`config.mk`:
```
export PLATFORM = sky130hd
export DESIGN_NAME = uart_block_tx
export DESIGN_NICKNAME = d
export VERILOG_FILES = /design/src/rtl/uart_pkg.sv /design/src/rtl/uart_baud_gen.sv /design/src/rtl/uart_block_tx.sv
export SDC_FILE = /design/constraint.sdc
export NUM_CORES = 1
export LEC_CHECK = 0
export CAP_MARGIN = 20
export CORE_MARGIN = 2
export CORE_UTILIZATION = 55
export CTS_BUF_LIST = sky130_fd_sc_hd__clkbuf_4 sky130_fd_sc_hd__clkbuf_8
export CTS_CLUSTER_SIZE = 25
export DETAILED_ROUTE_END_ITERATION = 8
export GPL_TIMING_DRIVEN = 1
export PLACE_DENSITY = 0.93
export SETUP_SLACK_MARGIN = 0.05
export SKIP_LAST_GASP = 1
export SYNTH_ARGS = -nofsm -noshare
export SYNTH_HDL_FRONTEND = slang
export SYNTH_SLANG_ARGS = --single-unit
```
`constraint.sdc`:
```
create_clock -name sys_clk -period 6.35 [get_ports sys_clk]
set_clock_uncertainty 0.15 [all_clocks]
set_input_delay 1.27 -clock sys_clk [delete_from_list [all_inputs] [get_ports sys_clk]]
set_output_delay 1.27 -clock sys_clk [all_outputs]
set_load 0.01 [all_outputs]
```
`src/rtl/uart_pkg.sv`:
```
// Shared UART definitions: FSM state encoding and block geometry for the block transmitter/receiver pair.
// The PARITY state exists only when UART_TX_PARITY_EN is defined.
package uart_pkg;

    localparam int BYTES_PER_BLOCK = 16;
    localparam int BITS_PER_BYTE   = 8;
    localparam int BLOCK_W         = BYTES_PER_BLOCK * BITS_PER_BYTE;

    typedef enum logic [2:0] {
        ST_IDLE   = 3'd0,
        ST_START  = 3'd1,
        ST_DATA   = 3'd2,
`ifdef UART_TX_PARITY_EN
        ST_PARITY = 3'd3,
`endif
        ST_STOP   = 3'd4,
        ST_NEXT   = 3'd5
    } tx_state_e;

endpackage

```
`src/rtl/uart_baud_gen.sv`:
```
// Bit-period counter: bit_tick_o marks the last cycle of each BAUD_CNT-cycle bit.
// clr_i restarts the period so every FSM state starts on a fresh bit boundary.
module uart_baud_gen #(
    parameter int BAUD_CNT = 434
) (
    input  logic sys_clk,
    input  logic sys_rst_n,
    input  logic clr_i,
    output logic bit_tick_o
);

    localparam int CNT_W = (BAUD_CNT > 1) ? $clog2(BAUD_CNT) : 1;
    localparam logic [CNT_W-1:0] CNT_LAST = CNT_W'(BAUD_CNT - 1);

    logic [CNT_W-1:0] cnt_q;
    logic [CNT_W-1:0] cnt_d;

    assign bit_tick_o = (cnt_q == CNT_LAST);

    always_comb begin
        cnt_d = cnt_q + 1'b1;
        if (clr_i || bit_tick_o) begin
            cnt_d = '0;
        end
    end

    always_ff @(posedge sys_clk) begin
        if (!sys_rst_n) begin
            cnt_q <= '0;
        end else begin
            cnt_q <= cnt_d;
        end
    end

endmodule

```
`src/rtl/uart_block_tx.sv`:
```
// 128-bit block UART transmitter: sends 16 bytes MSB-byte first, each 8N1 (8E1 with UART_TX_PARITY_EN).
// A rising edge of send_en in IDLE captures send_data; edges while busy are dropped.
module uart_block_tx
    import uart_pkg::*;
#(
    parameter int CLK_FREQ  = 50_000_000,
    parameter int BAUD_RATE = 115200
) (
    input  logic               sys_clk,
    input  logic               sys_rst_n,
    input  logic               send_en,
    input  logic [BLOCK_W-1:0] send_data,
    output logic               tx_busy,
    output logic               uart_txd
);

    localparam int BAUD_CNT = CLK_FREQ / BAUD_RATE;
    localparam logic [3:0] LAST_BYTE = 4'(BYTES_PER_BLOCK - 1);
    localparam logic [2:0] LAST_BIT  = 3'(BITS_PER_BYTE - 1);

    logic               en_d0_q, en_d1_q;
    logic               start_flag;
    tx_state_e          state_q, state_d;
    logic [BLOCK_W-1:0] buf_q, buf_d;
    logic [3:0]         byte_idx_q, byte_idx_d;
    logic [2:0]         bit_cnt_q, bit_cnt_d;
    logic               busy_q, busy_d;
    logic               txd_q, txd_d;
    logic [7:0]         cur_byte;
    logic               bit_tick;
    logic               baud_clr;

    assign start_flag = en_d0_q & ~en_d1_q;
    assign baud_clr   = (state_d != state_q);

    uart_baud_gen #(
        .BAUD_CNT (BAUD_CNT)
    ) u_baud_gen (
        .sys_clk    (sys_clk),
        .sys_rst_n  (sys_rst_n),
        .clr_i      (baud_clr),
        .bit_tick_o (bit_tick)
    );

    always_comb begin
        state_d    = state_q;
        buf_d      = buf_q;
        byte_idx_d = byte_idx_q;
        bit_cnt_d  = bit_cnt_q;
        busy_d     = busy_q;
        case (state_q)
            ST_IDLE: begin
                if (start_flag) begin
                    buf_d      = send_data;
                    busy_d     = 1'b1;
                    byte_idx_d = '0;
                    bit_cnt_d  = '0;
                    state_d    = ST_START;
                end
            end
            ST_START: begin
                if (bit_tick) begin
                    bit_cnt_d = '0;
                    state_d   = ST_DATA;
                end
            end
            ST_DATA: begin
                if (bit_tick) begin
                    if (bit_cnt_q == LAST_BIT) begin
`ifdef UART_TX_PARITY_EN
                        state_d = ST_PARITY;
`else
                        state_d = ST_STOP;
`endif
                    end else begin
                        bit_cnt_d = bit_cnt_q + 3'd1;
                    end
                end
            end
`ifdef UART_TX_PARITY_EN
            ST_PARITY: begin
                if (bit_tick) begin
                    state_d = ST_STOP;
                end
            end
`endif
            ST_STOP: begin
                if (bit_tick) begin
                    state_d = ST_NEXT;
                end
            end
            ST_NEXT: begin
                // The current byte always sits in the top 8 bits; shift up to expose the next one.
                if (byte_idx_q != LAST_BYTE) begin
                    byte_idx_d = byte_idx_q + 4'd1;
                    buf_d      = {buf_q[BLOCK_W-9:0], 8'h00};
                    state_d    = ST_START;
                end else begin
                    busy_d  = 1'b0;
                    state_d = ST_IDLE;
                end
            end
            default: begin
                busy_d  = 1'b0;
                state_d = ST_IDLE;
            end
        endcase
    end

    // Line level is derived from the next state so the registered output tracks the FSM without lag.
    always_comb begin
        cur_byte = buf_d[BLOCK_W-1 -: 8];
        txd_d    = 1'b1;
        case (state_d)
            ST_START:  txd_d = 1'b0;
            ST_DATA:   txd_d = cur_byte[bit_cnt_d];
`ifdef UART_TX_PARITY_EN
            ST_PARITY: txd_d = ^cur_byte;
`endif
            default:   txd_d = 1'b1;
        endcase
    end

    always_ff @(posedge sys_clk) begin
        if (!sys_rst_n) begin
            en_d0_q    <= 1'b0;
            en_d1_q    <= 1'b0;
            state_q    <= ST_IDLE;
            buf_q      <= '0;
            byte_idx_q <= '0;
            bit_cnt_q  <= '0;
            busy_q     <= 1'b0;
            txd_q      <= 1'b1;
        end else begin
            en_d0_q    <= send_en;
            en_d1_q    <= en_d0_q;
            state_q    <= state_d;
            buf_q      <= buf_d;
            byte_idx_q <= byte_idx_d;
            bit_cnt_q  <= bit_cnt_d;
            busy_q     <= busy_d;
            txd_q      <= txd_d;
        end
    end

    assign tx_busy  = busy_q;
    assign uart_txd = txd_q;

endmodule

```
==> tab_implementation.tex, run 1 <==
\begin{tabular}{lr}
\hline
Metric & Value \\
\hline
\multicolumn{2}{l}{\textbf{Run status}} \\
Outcome & completed \\
\multicolumn{2}{l}{\textbf{Clock network}} \\
CTS root buf & sky130\_fd\_sc\_hd\_\_clkbuf\_8 \\
Setup Fix Bufs, Post-CTS & 0 \\
Count of hold-fix buffers inserted at cts & 0 \\
Clock buffer count from CTS & 17 \\
Number of buffers between clock root and the deepest sink & 2 \\
Clock tree from TritonCTS & yes \\
Number of gates given a new drive strength after cts & 0 \\
Number of H-tree branching levels & 4 \\
Clk sink count & between 150 and 200 \\
Clock slew seen by the registers of the worst setup and hold paths & 0.08 ns \\
Clock insertion delay at the later pin of the skew report & about 0.45 ns \\
\multicolumn{2}{l}{\textbf{Critical path}} \\
Largest fanout on the critical path & 72 \\
Crit end category & register \\
Number of buffer and inverter instances along the worst setup path & 3 \\
Crit path DAT & around 3.7 ns \\
Cells traversed along the worst timing path & clkdlybuf4s50\_1 -> clkinv\_2 -> buf\_4 -> a21oi\_1 \\
Crit path launch type & primary input \\
Cell depth of the worst setup path & 4 \\
CP Data Required Time & approximately 6.6 ns \\
Setup Crit Path Kind & in -> reg \\
Cell class contributing the biggest share of worst-path delay & buffers and inverters \\
Register-to-Register Path Depth & 6 \\
Crit-path slowest cell & sky130\_fd\_sc\_hd\_\_clkinv\_2 \\
Critical path's largest stage delay & 0.84 ns \\
\multicolumn{2}{l}{\textbf{Yosys}} \\
Fraction of the mapped netlist area in compound gates & 0.276 \\
Syn Area/Cell & 8.78 um2 \\
Cell type contributing the most total cell area after synthesis & sky130\_fd\_sc\_hd\_\_dfxtp\_1 \\
Top-area cell type share of the netlist area & 0.500 \\
Warnings from Yosys & 0 \\
Adder-cell share of the synthesized area & 0.00827 \\
Top area cells in the synthesized netlist & sky130\_fd\_sc\_hd\_\_dfxtp\_1 (50\%), sky130\_fd\_sc\_hd\_\_a22oi\_1 (15\%), sky130\_fd\_sc\_hd\_\_a21oi\_1 (9.7\%) \\
Sequential-to-total area share from yosys stat & 0.500 \\
Share of synthesized area spent on multiplexers & 0.0116 \\
Syn Inst Count & 689 \\
Simple-gate area share of the yosys netlist & 0.146 \\
Number of distinct library cell variants in the gate-level netlist after synthesis & just over 40 \\
Dominant combinational cell family by area after synthesis & compound AO/OA/AOI/OAI gates \\
Number of synthesized flops with an enable pin & 0 \\
Commonest register cell after synthesis & sky130\_fd\_sc\_hd\_\_dfxtp\_1 \\
Synthesized area & around 6000 um2 \\
Flip-flop and latch count after synthesis & between 150 and 200 \\
Share of async-settable or async-resettable flops after synthesis & 0 \\
Net Count, Synth & about 800 \\
Xor and xnor fraction of the mapped netlist area & 0.0130 \\
\multicolumn{2}{l}{\textbf{Detailed routing}} \\
DRC violation total after the first TritonRoute iteration & roughly 630 \\
Routed via count & 5,779 \\
Wirelength, routed & approximately 16,000 um \\
Vias per Instance & between 6 and 7 \\
Antenna Violating Nets Remaining & 0 \\
First-pass DRT Iterations & 6 \\
DR DRC count & 0 \\
Avg WL per Cell & around 17 um \\
\multicolumn{2}{l}{\textbf{Cells and area}} \\
Most common cell after layout, fill and taps aside & sky130\_fd\_sc\_hd\_\_dfxtp\_1 \\
Number of fillers in the final layout & around 770 \\
Share of layout cells above drive strength 1 & 0.0576 \\
Relative area change from synthesis to final layout & 29.3\% \\
Most used cells in the layout excluding fill and tap cells & sky130\_fd\_sc\_hd\_\_dfxtp\_1 (151), sky130\_fd\_sc\_hd\_\_clkdlybuf4s50\_1 (132), sky130\_fd\_sc\_hd\_\_nand2\_1 (122) \\
Net count reported at finish & 921 \\
\multicolumn{2}{l}{\textbf{Place}} \\
Placer's final routability congestion estimate & about 0.86 \\
Half-perimeter wire length after placement & 10,500 um \\
IO Port Bufs & 132 \\
DP Worst Slack & 2.46 ns \\
\multicolumn{2}{l}{\textbf{Global route}} \\
GR Util All Layers & 0.272 \\
Maximum number of pins on one net before global-route repair & 117 \\
Number of antenna violations at the first check in global routing & 1 \\
Number of global-route vias before repair & between 5,000 and 6,000 \\
Wire length of the first global-routing pass & between 20,000 and 30,000 um \\
Final global-route overflow total & 0 \\
\multicolumn{2}{l}{\textbf{Timing}} \\
Highest achievable clock rate & around 290 MHz \\
Total count of hold-check failures in the final report & 0 \\
Worst-margin pin slew & 0.910 ns \\
Unrepaired setup endpoints after global routing & false \\
Share of the cycle needed by the critical path after routing & 0.546 \\
Worst Setup Slack, final & about 2.9 ns \\
Final worst path period need & 3.47 ns \\
Final setup fails & 0 \\
Setup Total Neg Slack & 0 ns \\
Headroom to the max-slew limit & 0.393 \\
Count of pins over their slew limit & 0 \\
\multicolumn{2}{l}{\textbf{Die}} \\
Floorplan die width & 109 um \\
Height of the die & $\sim$110 um \\
Area of the core region & around 11,000 um2 \\
Number of placement rows & 38 \\
Initial Util & 0.560 \\
DIE AREA & around 12,000 um2 \\
Ports & about 130 \\
\multicolumn{2}{l}{\textbf{Hold path}} \\
Worst min-delay path class & reg -> reg \\
Depth of the worst hold-timing path & 2 \\
\multicolumn{2}{l}{\textbf{Pwr}} \\
PD cells & 261 nW/um2 \\
Static leakage power & between 2 and 3 nW \\
Largest voltage drop on the vdd net & $\sim$0.14 mV \\
\multicolumn{2}{l}{\textbf{Run}} \\
Reported max-cap violation count & 0 \\
\hline
\end{tabular}
==> layout make-up <==
| class | instances | area, um2 | share of cell area |
|---|---|---|---|
| clock inverters | 12 | 175 | 0.0224 |
| well taps | 140 | 175 | 0.0224 |
| multi-input cells | 474 | 2760 | 0.353 |
| inverters | 4 | 16.3 | 0.00208 |
| clock buffers | 20 | 269 | 0.0344 |
| flip-flops and latches | 151 | 3020 | 0.386 |
| diodes | 1 | 2.50 | 0.000320 |
| repair buffers | 138 | 1400 | 0.179 |
==> sequential cells by signal (all words and copies together) (netlist names) <==
register / flops
en_d0_q: 1
byte_idx_q: 4
uart_txd: 1
en_d1_q: 1
bit_cnt_q: 3
u_baud_gen.cnt_q: 9
state_q: 3
tx_busy: 1
buf_q: 128
==> worst min-delay path, delay by kind of cell, from the launching register on <==
| kind | cells | cell delay [ns] |
|---|---|---|
| AOI/OAI and AO/OA | 1 | 0.05 |
| DFF | 1 | 0.31 |
| and+or+nand+nor | 1 | 0.05 |
==> cell families (layout without fill, tap and decap cells) <==
kind of cell,Yosys count,count (layout)
compound gates,258,258
simple gates,196,196
flops,151,151
buf+inv,64,174
xor+xnor,9,9
mux,7,7
fa+ha+maj,4,4
other cells,0,1
==> per-layer routing <==
metal	vias up	routed length, um	GRT usage
li1	2674	-	-
met1	2754	6440	0.327
met2	306	8110	0.465
met3	45	1040	0.0520
met4	0	529	0.135
met5	-	0	0
==> per-stage QoR <==
step,utilization,cells,total power (W),instance area [um2],hold slack (ns)
finish,0.725,940,0.00204,7820,0.307
global route,0.725,940,0.00210,7820,0.332
CTS,0.720,937,0.00204,7770,0.308
detailed placement,0.679,905,0.00125,7330,0.297
global placement,0.679,905,0.00123,7330,0.291
floorplan,-,689,0.00113,6050,0.280
==> synth_stat cells (2+ instances only) <==
cell                         n
sky130_fd_sc_hd__or3_1       2
sky130_fd_sc_hd__nor2_1     27
sky130_fd_sc_hd__nor3_1      2
sky130_fd_sc_hd__buf_2      11
sky130_fd_sc_hd__and3_1     10
sky130_fd_sc_hd__buf_6       2
sky130_fd_sc_hd__nand4_1     3
sky130_fd_sc_hd__a221o_1     8
sky130_fd_sc_hd__a21oi_1   117
sky130_fd_sc_hd__a22oi_1   121
sky130_fd_sc_hd__inv_2       2
sky130_fd_sc_hd__nand2_1   122
sky130_fd_sc_hd__nor4b_4     2
sky130_fd_sc_hd__mux2i_1     7
sky130_fd_sc_hd__clkbuf_1   39
sky130_fd_sc_hd__and2_1     13
sky130_fd_sc_hd__ha_1        4
sky130_fd_sc_hd__nor2b_1     3
sky130_fd_sc_hd__dfxtp_1   151
sky130_fd_sc_hd__xor2_1      5
sky130_fd_sc_hd__inv_1       2
sky130_fd_sc_hd__buf_1       7
sky130_fd_sc_hd__o21ai_0     2
sky130_fd_sc_hd__nand3_1     7
sky130_fd_sc_hd__xnor2_1     4
==> power by group <==
group          internal [W]  switching, W
clock              0.000452      0.000357
sequential         0.000990     0.0000266
combinational      0.000118     0.0000988
total               0.00156      0.000483
==> worst paths after layout <==
kind | end | slack, ns | from
setup / recovery | buf_q[15]$_SDFFE_PN0P_ | 2.88 | sys_rst_n
hold / removal | buf_q[95]$_SDFFE_PN0P_ | 0.31 | buf_q[95]$_SDFFE_PN0P_
setup reg to reg | byte_idx_q[3]$_SDFFE_PN0P_ | 3.45 | state_q[2]$_SDFF_PN0_
hold reg to reg | buf_q[95]$_SDFFE_PN0P_ | 0.31 | buf_q[95]$_SDFFE_PN0P_
(Power assumes the default switching activity.)
==> run 2, diff against run 1 <==
- CORE_UTILIZATION: 55 -> 47
- PLACE_DENSITY: 0.93 -> 0.85
- clock period: 6.35 -> 2.95 ns (I/O delays scaled with it)
==> tab_implementation.tex, run 2 (synthesized netlist as in run 1, its figures left out) <==
\begin{tabular}{lr}
\hline
Metric & Value \\
\hline
\multicolumn{2}{l}{\textbf{Critical path}} \\
Cell depth of the worst setup path & 5 \\
Cells traversed along the worst timing path & inv\_2 -> a22oi\_2 -> buf\_4 -> nand2\_1 -> a21oi\_1 \\
Register-to-Register Path Depth & 5 \\
Largest fanout on the critical path & 55 \\
Crit end category & register \\
Number of buffer and inverter instances along the worst setup path & 2 \\
Crit path launch type & register \\
Launch point of the worst reg-to-reg path & state\_q[2]\$\_SDFF\_PN0\_ \\
Crit path DAT & 2.77 ns \\
Critical path's largest stage delay & around 0.63 ns \\
CP Data Required Time & about 3.2 ns \\
Crit-path slowest cell & sky130\_fd\_sc\_hd\_\_a22oi\_2 \\
Crit Reg-Reg Endpoint & buf\_q[94]\$\_SDFFE\_PN0P\_ \\
Cell class contributing the biggest share of worst-path delay & compound AO/OA/AOI/OAI gates \\
Setup Crit Path Kind & reg -> reg \\
Worst-case register-to-register setup slack & around 0.41 ns \\
Crit. Startpoint & state\_q[2]\$\_SDFF\_PN0\_ \\
\multicolumn{2}{l}{\textbf{Global route}} \\
Global Route met2 Usage & 0.353 \\
Number of antenna violations at the first check in global routing & 0 \\
Maximum number of pins on one net before global-route repair & 70 \\
Wire length of the first global-routing pass & 24,900 um \\
GR Layer Usage met3 & 0.0623 \\
GR Util All Layers & 0.222 \\
Final global-route overflow total & 0 \\
Number of global-route vias before repair & between 5,000 and 6,000 \\
GR met1 Demand/Resource & 0.289 \\
Busiest grt layer & met2 \\
\multicolumn{2}{l}{\textbf{Clock network}} \\
Number of buffers between clock root and the deepest sink & 2 \\
Clk sink count & roughly 150 \\
Clock slew seen by the registers of the worst setup and hold paths & roughly 0.080 ns \\
Clock buffer count from CTS & 17 \\
Setup Fix Bufs, Post-CTS & 0 \\
Clock tree from TritonCTS & yes \\
Count of hold-fix buffers inserted at cts & 0 \\
Number of gates given a new drive strength after cts & 0 \\
Clock insertion delay at the later pin of the skew report & roughly 0.45 ns \\
CTS root buf & sky130\_fd\_sc\_hd\_\_clkbuf\_8 \\
Number of H-tree branching levels & 4 \\
\multicolumn{2}{l}{\textbf{Timing}} \\
Final setup fails & 0 \\
Count of pins over their slew limit & 0 \\
Total count of hold-check failures in the final report & 0 \\
Highest achievable clock rate & between 300 and 400 MHz \\
Final worst path period need & $\sim$2.5 ns \\
Share of the cycle needed by the critical path after routing & 0.862 \\
Worst-margin pin slew & 0.734 ns \\
Headroom to the max-slew limit & 0.511 \\
Setup Total Neg Slack & 0 ns \\
Unrepaired setup endpoints after global routing & false \\
\multicolumn{2}{l}{\textbf{Pwr}} \\
Total power & about 0.0044 W \\
Largest voltage drop on the vdd net & $\sim$0.28 mV \\
Static leakage power & 2.75 nW \\
PD cells & roughly 560 nW/um2 \\
\multicolumn{2}{l}{\textbf{Cells and area}} \\
Most used cells in the layout excluding fill and tap cells & sky130\_fd\_sc\_hd\_\_dfxtp\_1 (151), sky130\_fd\_sc\_hd\_\_clkdlybuf4s50\_1 (132), sky130\_fd\_sc\_hd\_\_nand2\_1 (122) \\
Relative area change from synthesis to final layout & 31.2\% \\
Final standard cell count with taps included and fillers excluded & 974 \\
Register containing the most flip-flops in the final layout & buf\_q \\
Share of layout cells above drive strength 1 & 0.0611 \\
Post-route cell area & 7940 um2 \\
Largest registers & buf\_q (128), u\_baud\_gen.cnt\_q (9), byte\_idx\_q (4) \\
Number of flip-flops under the largest register name & between 100 and 150 \\
Net count reported at finish & approximately 930 \\
Count of antenna diodes in the layout & 0 \\
Most common cell after layout, fill and taps aside & sky130\_fd\_sc\_hd\_\_dfxtp\_1 \\
\multicolumn{2}{l}{\textbf{Hold path}} \\
Worst Hold Path EP & buf\_q[96]\$\_SDFFE\_PN0P\_ \\
Depth of the worst hold-timing path & 2 \\
Worst min-delay path class & reg -> reg \\
Hold Path Origin & buf\_q[96]\$\_SDFFE\_PN0P\_ \\
\multicolumn{2}{l}{\textbf{Place}} \\
Number of placed instances, taps included & around 940 \\
Half-perimeter wire length after placement & roughly 10000 um \\
IO Port Bufs & between 100 and 150 \\
Placer's final routability congestion estimate & 0.837 \\
Placed instance area & approximately 7500 um2 \\
\multicolumn{2}{l}{\textbf{Detailed routing}} \\
Avg WL per Cell & around 16 um \\
Vias per Instance & 5.63 \\
Antenna Violating Nets Remaining & 0 \\
DRC violation total after the first TritonRoute iteration & approximately 650 \\
Wirelength, routed & about 15,000 um \\
DR DRC count & 0 \\
First-pass DRT Iterations & 6 \\
Routed via count & 5,488 \\
\multicolumn{2}{l}{\textbf{Die}} \\
Number of placement rows & 41 \\
Ports & 133 \\
Initial Util & 0.481 \\
Height of the die & 117 um \\
Floorplan die width & roughly 120 um \\
Area of the core region & around 13,000 um2 \\
DIE AREA & about 14,000 um2 \\
\multicolumn{2}{l}{\textbf{Run status}} \\
Outcome & completed \\
\multicolumn{2}{l}{\textbf{Run}} \\
Reported max-cap violation count & 0 \\
\hline
\end{tabular}
## run 2: worst max path at each step
| stage | endpoint | slack [ns] |
|---|---|---|
| finish | buf_q[94]$_SDFFE_PN0P_ | 0.41 |
| global route | buf_q[114]$_SDFFE_PN0P_ | 0.18 |
| CTS | buf_q[94]$_SDFFE_PN0P_ | 0.44 |
| detailed placement | buf_q[94]$_SDFFE_PN0P_ | 0.45 |
| global placement | buf_q[67]$_SDFFE_PN0P_ | 0.53 |
| floorplan | uart_txd$_SDFF_PN1_ | 0.90 |
## run 2: layout make-up
class,instances,area (um2)
Fill cell,1070,4630
Sequential cell,151,3020
Multi-Input combinational cell,474,2760
Timing Repair Buffer,143,1470
Clock buffer,23,310
Tap cell,172,215
Clock inverter,7,141
Inverter,4,16.3
## run 2: layer usage
layer	vias to the layer above	routed length, um
li1	2680	-
met3	28	957
met4	0	288
met5	-	0
met2	183	7390
met1	2597	6530
## run 2: worst min-delay path: stages (launching register included)
cell and delay [ns]:
sky130_fd_sc_hd__dfxtp_1 0.31, sky130_fd_sc_hd__nand2_1 0.05, sky130_fd_sc_hd__a21oi_1 0.05
## run 2: where the power goes
group	internal, W	total (W)	switching (W)
registers	0.00213	0.00218	0.0000533
clock network	0.00104	0.00177	0.000730
logic	0.000259	0.000467	0.000208
total	0.00343	0.00442	0.000992
## run 2: metrics by stage
| step | utilization | hold slack (ns) | setup WS, ns |
|---|---|---|---|
| detailed placement | 0.595 | 0.297 | 0.446 |
| global route | 0.631 | 0.322 | 0.180 |
| floorplan | - | 0.280 | 0.902 |
| CTS | 0.631 | 0.306 | 0.437 |
| finish | 0.631 | 0.305 | 0.406 |
| global placement | 0.595 | 0.292 | 0.534 |
==> run 3, diff against run 2 <==
- CORE_MARGIN: 2 -> default
==> tab_implementation.tex, run 3 (synthesized netlist as in run 1, its figures left out) <==
\begin{tabular}{lr}
\hline
Metric & Value \\
\hline
\multicolumn{2}{l}{\textbf{Clock network}} \\
Setup Fix Bufs, Post-CTS & 0 \\
Number of H-tree branching levels & 4 \\
Number of buffers between clock root and the deepest sink & 2 \\
Clock buffer count from CTS & 17 \\
Clock tree from TritonCTS & yes \\
CTS root buf & sky130\_fd\_sc\_hd\_\_clkbuf\_8 \\
Count of hold-fix buffers inserted at cts & 0 \\
Clk sink count & 151 \\
Clock slew seen by the registers of the worst setup and hold paths & $\sim$0.08 ns \\
Clock insertion delay at the later pin of the skew report & approximately 0.44 ns \\
Number of gates given a new drive strength after cts & 0 \\
\multicolumn{2}{l}{\textbf{Pwr}} \\
Sequential fraction of design power & 0.495 \\
Largest voltage drop on the vdd net & around 0.36 mV \\
Share of total power in combinational logic & 0.106 \\
Static leakage power & between 2 and 3 nW \\
Internal cell power & between 0.003 and 0.004 W \\
PD cells & approximately 560 nW/um2 \\
Net switching component of the power & 0.00105 W \\
Switching share of power & 0.237 \\
Clock share of power & 0.399 \\
\multicolumn{2}{l}{\textbf{Timing}} \\
Worst Setup Slack, final & between 0.4 and 0.5 ns \\
Headroom to the max-slew limit & 0.513 \\
Share of the cycle needed by the critical path after routing & 0.855 \\
Unrepaired setup endpoints after global routing & false \\
Worst-margin pin slew & $\sim$0.73 ns \\
Count of pins over their slew limit & 0 \\
Total count of hold-check failures in the final report & 0 \\
Setup Total Neg Slack & 0 ns \\
Final worst path period need & about 2.5 ns \\
Final setup fails & 0 \\
Highest achievable clock rate & 397 MHz \\
\multicolumn{2}{l}{\textbf{Critical path}} \\
Largest fanout on the critical path & 60 \\
Worst-case register-to-register setup slack & roughly 0.43 ns \\
Crit path launch type & register \\
CP Data Required Time & between 3 and 4 ns \\
Setup Crit Path Kind & reg -> reg \\
Cells traversed along the worst timing path & inv\_2 -> a22oi\_2 -> buf\_4 -> nand2\_1 -> a21oi\_1 \\
Crit end category & register \\
Crit path DAT & roughly 2.7 ns \\
Critical path's largest stage delay & around 0.6 ns \\
Crit-path slowest cell & sky130\_fd\_sc\_hd\_\_buf\_4 \\
\multicolumn{2}{l}{\textbf{Place}} \\
IO Port Bufs & about 130 \\
Half-perimeter wire length after placement & approximately 9600 um \\
Placed instance area & 7480 um2 \\
Number of placed instances, taps included & roughly 940 \\
DP Worst Slack & about 0.56 ns \\
Placer's final routability congestion estimate & between 0.8 and 0.9 \\
\multicolumn{2}{l}{\textbf{Cells and area}} \\
Final standard cell count with taps included and fillers excluded & 975 \\
Register containing the most flip-flops in the final layout & buf\_q \\
Most common cell after layout, fill and taps aside & sky130\_fd\_sc\_hd\_\_dfxtp\_1 \\
Share of layout cells above drive strength 1 & 0.0623 \\
Number of fillers in the final layout & 1,033 \\
Net count reported at finish & a little over 900 \\
Most used cells in the layout excluding fill and tap cells & sky130\_fd\_sc\_hd\_\_dfxtp\_1 (151), sky130\_fd\_sc\_hd\_\_clkdlybuf4s50\_1 (132), sky130\_fd\_sc\_hd\_\_nand2\_1 (122) \\
Number of flip-flops under the largest register name & about 130 \\
Count of antenna diodes in the layout & 0 \\
Relative area change from synthesis to final layout & 31.1\% \\
Largest registers & buf\_q (128), u\_baud\_gen.cnt\_q (9), byte\_idx\_q (4) \\
Post-route cell area & 7930 um2 \\
\multicolumn{2}{l}{\textbf{Global route}} \\
Wire length of the first global-routing pass & around 24,000 um \\
Number of antenna violations at the first check in global routing & 0 \\
Number of global-route vias before repair & between 5,000 and 6,000 \\
GR Util All Layers & 0.233 \\
Final global-route overflow total & 0 \\
Maximum number of pins on one net before global-route repair & 68 \\
\multicolumn{2}{l}{\textbf{Die}} \\
Height of the die & between 100 and 150 um \\
Number of placement rows & between 40 and 50 \\
Area of the core region & about 13,000 um2 \\
Ports & about 130 \\
Floorplan die width & about 120 um \\
Initial Util & 0.481 \\
DIE AREA & 13,300 um2 \\
\multicolumn{2}{l}{\textbf{Detailed routing}} \\
Avg WL per Cell & 15.3 um \\
Wirelength, routed & between 10,000 and 15,000 um \\
Vias per Instance & 5.68 \\
DRC violation total after the first TritonRoute iteration & between 500 and 600 \\
Routed via count & 5,540 \\
Antenna Violating Nets Remaining & 0 \\
DR DRC count & 0 \\
First-pass DRT Iterations & 7 \\
\multicolumn{2}{l}{\textbf{Run status}} \\
Outcome & completed \\
\multicolumn{2}{l}{\textbf{Hold path}} \\
Worst min-delay path class & reg -> reg \\
\multicolumn{2}{l}{\textbf{Run}} \\
Reported max-cap violation count & 0 \\
\hline
\end{tabular}
run 3: cell types whose count changed in the layout (fill, tap and decap cells not counted), sizes merged:
cell,delta
buf,-1
clkinv,-1
clkinvlp,+4
inv,+3
clkbuf,-4
run 3: power groups by stage:
| stage | logic, W | registers, W | clock network (W) |
|---|---|---|---|
| 2_1_floorplan | 0.000221 | 0.00221 | 0 |
| 3_3_place_gp | 0.000457 | 0.00223 | 0 |
| 3_5_place_dp | 0.000462 | 0.00223 | 0 |
| 4_1_cts | 0.000465 | 0.00218 | 0.00179 |
| 5_1_grt | 0.000510 | 0.00219 | 0.00188 |
| 6_report | 0.000467 | 0.00218 | 0.00176 |
run 3: per-stage QoR:
step / power, W / hold slack (ns) / util
finish: 0.00441 / 0.307 / 0.631
detailed placement: 0.00269 / 0.297 / 0.595
global route: 0.00459 / 0.328 / 0.631
floorplan: 0.00243 / 0.280 / -
global placement: 0.00268 / 0.292 / 0.595
CTS: 0.00444 / 0.308 / 0.631
run 3: path summary, 6_finish.rpt:
check,from,to,cells after the start
setup / recovery,state_q[2]$_SDFF_PN0_,buf_q[56]$_SDFFE_PN0P_,5
hold / removal,buf_q[95]$_SDFFE_PN0P_,buf_q[95]$_SDFFE_PN0P_,2
setup reg to reg,state_q[2]$_SDFF_PN0_,buf_q[56]$_SDFFE_PN0P_,5
hold reg to reg,buf_q[95]$_SDFFE_PN0P_,buf_q[95]$_SDFFE_PN0P_,2
run 3: worst max-delay path: cells and delay by family, from the launching register on:
kind	cells	cell delay (ns)
AOI/OAI and AO/OA	2	0.75
buffers and inverters	2	0.80
DFF	1	0.59
and+or+nand+nor	1	0.10
run 3: routing by layer:
layer | part of all wire | vias up | track usage
li1 | - | 2690 | -
met1 | 0.44 | 2632 | 0.310
met2 | 0.48 | 199 | 0.371
met3 | 0.060 | 19 | 0.0586
met4 | 0.014 | 0 | 0.0719
met5 | 0 | - | 0
run 3: final cells by class:
type / count / area [um2] / area share
Tap cell: 172 / 215 / 0.0271
Clock buffer: 19 / 262 / 0.0330
Inverter: 4 / 16.3 / 0.00205
Timing Repair Buffer: 142 / 1460 / 0.184
Multi-Input combinational cell: 474 / 2760 / 0.348
Clock inverter: 13 / 193 / 0.0243
Sequential cell: 151 / 3020 / 0.381
